[src/rtl/sync_fifo_param.sv]
// Single-clock parametrised FIFO with registered read data, occupancy count and threshold flags.
// Define SYNC_FIFO_ERR_FLAGS_EN to build the sticky overflow/underflow detectors.
module sync_fifo_param #(
  parameter int WIDTH         = 8,
  parameter int POINTER       = 3,
  parameter int AFULL_THRESH  = 6,
  parameter int AEMPTY_THRESH = 1
) (
  input  logic               clk,
  input  logic               reset,
  input  logic [WIDTH-1:0]   data_in,
  input  logic               wr_en,
  input  logic               rd_en,
  output logic [WIDTH-1:0]   data_out,
  output logic               data_valid,
  output logic               wr_full,
  output logic               rd_empty,
  output logic               almost_full,
  output logic               almost_empty,
  output logic [POINTER:0]   level,
  output logic               overflow,
  output logic               underflow
);
  localparam int DEPTH = 1 << POINTER;
  localparam int LW    = POINTER + 1;

  logic [WIDTH-1:0] mem [DEPTH];
  logic [POINTER:0] wr_ptr, rd_ptr;
  logic             wr_acc, rd_acc;

  // Flags decode the registered level, so acceptance always sees pre-edge state.
  assign wr_full      = (level == LW'(DEPTH));
  assign rd_empty     = (level == '0);
  assign almost_full  = (level >= LW'(AFULL_THRESH));
  assign almost_empty = (level <= LW'(AEMPTY_THRESH));

  assign wr_acc = wr_en & ~wr_full;
  assign rd_acc = rd_en & ~rd_empty;

  // Storage is deliberately left out of reset.
  always_ff @(posedge clk) begin
    if (!reset && wr_acc)
      mem[wr_ptr[POINTER-1:0]] <= data_in;
  end

  always_ff @(posedge clk) begin
    if (reset) begin
      wr_ptr     <= '0;
      rd_ptr     <= '0;
      level      <= '0;
      data_out   <= '0;
      data_valid <= 1'b0;
    end else begin
      data_valid <= rd_acc;
      if (wr_acc) wr_ptr <= wr_ptr + 1'b1;
      if (rd_acc) begin
        rd_ptr   <= rd_ptr + 1'b1;
        data_out <= mem[rd_ptr[POINTER-1:0]];
      end
      case ({wr_acc, rd_acc})
        2'b10:   level <= level + 1'b1;
        2'b01:   level <= level - 1'b1;
        default: level <= level;
      endcase
    end
  end

`ifdef SYNC_FIFO_ERR_FLAGS_EN
  always_ff @(posedge clk) begin
    if (reset) begin
      overflow  <= 1'b0;
      underflow <= 1'b0;
    end else begin
      if (wr_en && wr_full)  overflow  <= 1'b1;
      if (rd_en && rd_empty) underflow <= 1'b1;
    end
  end
`else
  assign overflow  = 1'b0;
  assign underflow = 1'b0;
`endif

endmodule
[config.mk]
export PLATFORM = sky130hd
export DESIGN_NAME = sync_fifo_param
export DESIGN_NICKNAME = d
export VERILOG_FILES = /design/src/rtl/sync_fifo_param.sv
export SDC_FILE = /design/constraint.sdc
export NUM_CORES = 1
export LEC_CHECK = 0
export CELL_PAD_IN_SITES_DETAIL_PLACEMENT = 1
export CELL_PAD_IN_SITES_GLOBAL_PLACEMENT = 2
export CORE_ASPECT_RATIO = 0.7
export CORE_MARGIN = 3
export CORE_UTILIZATION = 44
export DETAILED_ROUTE_END_ITERATION = 6
export PLACE_DENSITY_LB_ADDON = 0.12
export SLEW_MARGIN = 20
export SYNTH_ARGS = -nofsm -noshare
export SYNTH_HDL_FRONTEND = slang
export SYNTH_SLANG_ARGS = --single-unit
[constraint.sdc]
create_clock -name clk -period 4.16 [get_ports clk]
set_input_delay 0.832 -clock clk [delete_from_list [all_inputs] [get_ports clk]]
set_output_delay 0.832 -clock clk [all_outputs]
set_load 0.01 [all_outputs]
==> flow_summary.ini, run 1 <==
[floorplanning]
die_w_microns = 110
io_pins = 31
num_rows = 25
die_h_microns = 79.1
core-area_sq_mm = 0.00707
dieArea_sq_mm = 0.00874
start_util_pct = 47.5

[timing]
drv_slew = 0
clock_skew_ns = 0.00892
setup_violations = 0
holdWs_ns = 0.473
setup_tns_ns = 0
period_share_pct = 69.1
tightest_slew_ns = 1.08
rsz0062_at_grt = false
hold_viol = 0
slew_headroom_pct = 27.7
fmax_mhz = 348
period_needed_ns = 2.87

[clocking]
clock_path_buffers = 2
cts-root-buf = clkbuf_8
htreeDepth = 3
cts_hold_buf = 0
cts_sinks = 83
path_clk_slew_ns = 0.08
cts_made_buffers = 9
cts_tree = yes
ctsResizeCount = 0
post-cts-setup-buffers = 0
clock_latency_ns = 0.35

[worst_setup_path]
crit_slowest_cell = clkdlybuf4s50_1
cp-start-kind = register
crit_type = register to output pin
critPathArrivalTime_ns = 2.04
worstSetupEndpointType = output pin
cp.required_ns = 3.33
worstPathMaxFanout = 7
cpMostUsedCell = inv_1
critPathMaxStageDelay_ns = 0.53
cp_cell_sequence = inv_1, ha_1, or3b_4, inv_1, clkdlybuf4s50_1

[detailed_routing]
antenna_left = 0
drtIter0Drc = 89
drc_errors = 0
dr.pass1.iters = 4
wl_per_cell_microns = 19.0
num_vias = 1872
viasPerCell = 5.33
routed_wl_mm = 6.68

[global_route]
first_global_vias = 1887
grt_pass1_wl_mm = 10.3
grt_use_total_pct = 15.9
antenna_found_initial = 0
grt_max_degree = 35
overflow = 0

[final_layout]
area_delta_synth_final_pct = 15.6
final_common_cell = edfxtp_1
final_cell_mix = edfxtp_1, mux2i_1, clkdlybuf4s50_1, dfxtp_1, nor2_1
antenna_cells = 0
drive_gt1_share_pct = 9.73
layout.nets = 272
fillCellCount = 679
fin_area_sq_mm = 0.00388

[pwr]
p_per_area_mw_per_mm2 = 537
power.leakage_nw = 1.27
vdd_drop_max_v = 0.000254

[logic_synthesis]
synth_edf_count = 64
ys_seq_elements = 83
async_reset_ff_share_pct = 0
syn-mean-instance-area_sq_um = 15.1
netlist_area_sq_mm = 0.00336
yosys_warnings = 0
synthesis.instances = 223
synth_ff_type = edfxtp_1
ys_seq_area_share_pct = 68.5
yosysUniqueCellTypes = 35

[place]
io_buffers = 28
globalplace.congestion = 0.708
dp_hpwl_mm = 4.60
place_area_sq_mm = 0.00371

[hold_path]
hp-class = register to register

[outcome]
outcome = finished clean

[flow_run]
maxCapViolCount = 0
[critical path: cells and delay by family (launching register included)]
kind / cells / cell delay [ns]
buffers and inverters: 3 / 0.73
and+or+nand+nor: 1 / 0.40
DFF: 1 / 0.37
adders and majority gates: 1 / 0.19
[per-layer routing]
layer,share of wire [%],up-vias,global-route usage (%)
met5,0,-,0
met1,50,925,22.6
met2,44,39,23.5
met4,1.2,0,5.17
li1,-,896,-
met3,4.8,12,4.87
[cell families after synthesis]
family                   count (synthesis)  synth area share (%)
buffers and inverters                   17                  2.72
XOR/XNOR                                 6                  1.56
flip-flops                              83                  68.5
adder cells (fa/ha/maj)                  8                  2.98
multiplexers                            34                  10.1
AO/OA/AOI/OAI                           31                  7.08
other                                    1                 0.112
AND/OR/NAND/NOR                         43                  6.89
[cell type report]
type,instances,area (sq um),area share [%]
clock buffers,9,124,3.19
clock inverters,7,45.0,1.16
inverters,4,15.0,0.387
multi-input cells,124,982,25.3
flip-flops and latches,83,2300,59.3
well taps,94,118,3.03
repair buffers,30,295,7.61
[flip-flops by register name (all words and copies together) (netlist names)]
signal / cells
data_valid: 1
level: 4
wr_ptr: 3
mem: 64
rd_ptr: 3
data_out: 8
[final timing paths]
path                                     to  depth (start not counted)  slack [ns]         from
worst min-delay path            data_out[4]                          1        0.47  data_out[4]
worst max register to register    mem[0][2]                          6        1.52     level[0]
worst min register to register  data_out[4]                          1        0.47  data_out[4]
worst max-delay path               rd_empty                          5        1.29     level[1]
[metrics by stage]
step	power [mW]	setup WS (ns)	instances	utilization [%]
3_5_place_dp	1.62	1.21	335	52.5
3_3_place_gp	1.61	1.26	335	52.5
5_1_grt	2.20	1.15	351	54.9
6_report	2.09	1.29	351	54.9
2_1_floorplan	1.41	1.58	224	-
4_1_cts	2.11	1.25	351	54.9
[synth_stat cells, drive strengths merged, types with 3 or more instances]
cell type | n | area, sq um
edfxtp | 64 | 1920
mux2i | 34 | 340
dfxtp | 19 | 380
nor2 | 18 | 70.1
a22oi | 16 | 120
buf | 12 | 72.6
a32o | 8 | 80.1
ha | 8 | 100
nand2 | 5 | 18.8
a21oi | 4 | 20.0
inv | 4 | 15.0
nand3 | 4 | 20.0
xor2 | 4 | 35.0
nor2b | 3 | 26.3
[power breakdown]
group	total, mW	leakage (nW)	internal (mW)	switching, mW
registers	1.07	0.734	0.950	0.122
clock network	0.494	0.0787	0.213	0.281
logic	0.521	0.458	0.299	0.221
total	2.09	1.27	1.46	0.624
Power figures use the tool's default switching activity.
==> run 2, diff against run 1 <==
CORE_UTILIZATION = 37   (was 44)
clock period = 2.63 ns   (was 4.16 ns; I/O delays follow)
==> run 2 against run 1 <==
  * Final cell count rose by 11%
  * Sequential power grew 50%
  * Non-clock buffer count rose by 12
  * Die area grew 18%
  * Critical path type unchanged
  * Largest cell class unchanged
==> flow_summary.ini, run 2 (synthesis results as in run 1) <==
[outcome]
outcome = finished clean

[final_layout]
final_cell_mix = edfxtp_1, mux2i_1, clkdlybuf4s50_1, dfxtp_1, nor2_1
fin_area_sq_mm = 0.00419
layout.nets = 284
final_common_cell = edfxtp_1
fillCellCount = 857
antenna_cells = 0
largest_register_ffs = 64
drive_gt1_share_pct = 14.1
area_delta_synth_final_pct = 24.7
final_cells = 389

[timing]
fmax_mhz = 401
setup_ws_ns = 0.134
rsz0062_at_grt = false
hold_viol = 0
period_share_pct = 94.9
setup_violations = 0
period_needed_ns = 2.50
tightest_slew_ns = 0.715
slew_headroom_pct = 52.2
setup_tns_ns = 0
drv_slew = 0
clock_skew_ns = 0.00863

[place]
placed_cells = 373
dp_hpwl_mm = 4.83
place_area_sq_mm = 0.00385
io_buffers = 28
detailedPlace.worstSlack_ns = 0.245
globalplace.congestion = 0.737

[floorplanning]
core-area_sq_mm = 0.00865
start_util_pct = 38.8
die_h_microns = 85.7
num_rows = 28
die_w_microns = 120
dieArea_sq_mm = 0.0103
io_pins = 31

[worst_setup_path]
cp.required_ns = 2.10
worstRegToRegCells = 9
rrSetupSlack_ns = 0.29
worstPathMaxFanout = 7
crit_type = register to output pin
worstSetupEndpointType = output pin
cp-start-kind = register
critPathArrivalTime_ns = 1.97

[detailed_routing]
m1WireLength_mm = 3.71
dr.pass1.iters = 4
drc_errors = 0
routed_wl_mm = 7.38
drtIter0Drc = 116
viasPerCell = 4.90
num_vias = 1905
wl_met3_microns = 320
routed-wl-met2_mm = 3.24
wl_per_cell_microns = 19.0
antenna_left = 0
top_layer_used = met4

[pwr]
p_clk_share_pct = 35.3
p_int_mw = 2.94
combPwrFrac_pct = 24.5
p_sw_share_pct = 26.4
vdd_drop_max_v = 0.000347
total_power_mw = 4.00
p_per_area_mw_per_mm2 = 954
pwr-share-seq_pct = 40.2
p_sw_mw = 1.06
power.leakage_nw = 1.43

[global_route]
grt_pass1_wl_mm = 11.4
grt_max_degree = 27
antenna_found_initial = 0
first_global_vias = 1995
overflow = 0
grt_use_total_pct = 15.5

[clocking]
path_clk_slew_ns = 0.06
cts-root-buf = clkbuf_16
clock_path_buffers = 2
htreeDepth = 3
cts_sinks = 83
clock_latency_ns = 0.34
cts_made_buffers = 9
cts_tree = yes
post-cts-setup-buffers = 0

[hold_path]
worstHoldPathCells = 1
hp-class = register to register

[flow_run]
maxCapViolCount = 0
-- run 2: cell count changes in the layout (fill, tap and decap cells not counted), sizes merged --
cell / previous run / this run
buf: 2 / 14
bufinv: 0 / 3
clkinvlp: 3 / 0
-- run 2: repair_timing --
| action | CTS | global route |
|---|---|---|
| hold buffers | 0 | 0 |
| gates resized for setup | 0 | 1 |
| setup endpoints to repair | 0 | 1 |
-- run 2: power groups by stage --
| stage | registers (mW) | clock network (mW) | logic (mW) |
|---|---|---|---|
| after global placement | 1.63 | 0 | 0.976 |
| after global routing | 1.62 | 1.50 | 1.06 |
| after CTS | 1.61 | 1.44 | 0.991 |
| final | 1.61 | 1.41 | 0.980 |
| after floorplan | 1.62 | 0 | 0.611 |
| after detailed placement | 1.63 | 0 | 0.984 |
-- run 2: final timing paths --
check | startpoint | to
worst max register to register | level[1] | level[3]
worst min register to register | data_out[3] | data_out[3]
worst max-delay path | level[1] | rd_empty
worst min-delay path | data_out[3] | data_out[3]
-- run 2: layout make-up --
class / count / area [sq um] / share of cell area (%)
Clock buffer: 9 / 225 / 5.37
Clock inverter: 7 / 116 / 2.78
Inverter: 4 / 15.0 / 0.358
Multi-Input combinational cell: 124 / 982 / 23.4
Sequential cell: 83 / 2300 / 55.0
Tap cell: 120 / 150 / 3.58
Timing Repair Buffer: 42 / 398 / 9.50
-- run 2: critical path: stages, from the launching register on --
cell             delay (ns)
dfxtp_1                0.37
inv_2                  0.12
ha_1                   0.17
or3b_4                 0.39
inv_1                  0.06
clkdlybuf4s50_1        0.53
-- run 2: through the flow --
step | util (%) | hold slack, ns
after floorplan | - | 0.462
after global placement | 44.5 | 0.457
after detailed placement | 44.5 | 0.460
after CTS | 48.4 | 0.474
after global routing | 48.4 | 0.494
final | 48.4 | 0.468
-- run 2: per-layer routing --
metal | vias up | track usage (%)
met5 | - | 0
met4 | 0 | 5.61
met3 | 9 | 4.75
met2 | 33 | 23.1
met1 | 941 | 21.6
li1 | 922 | -
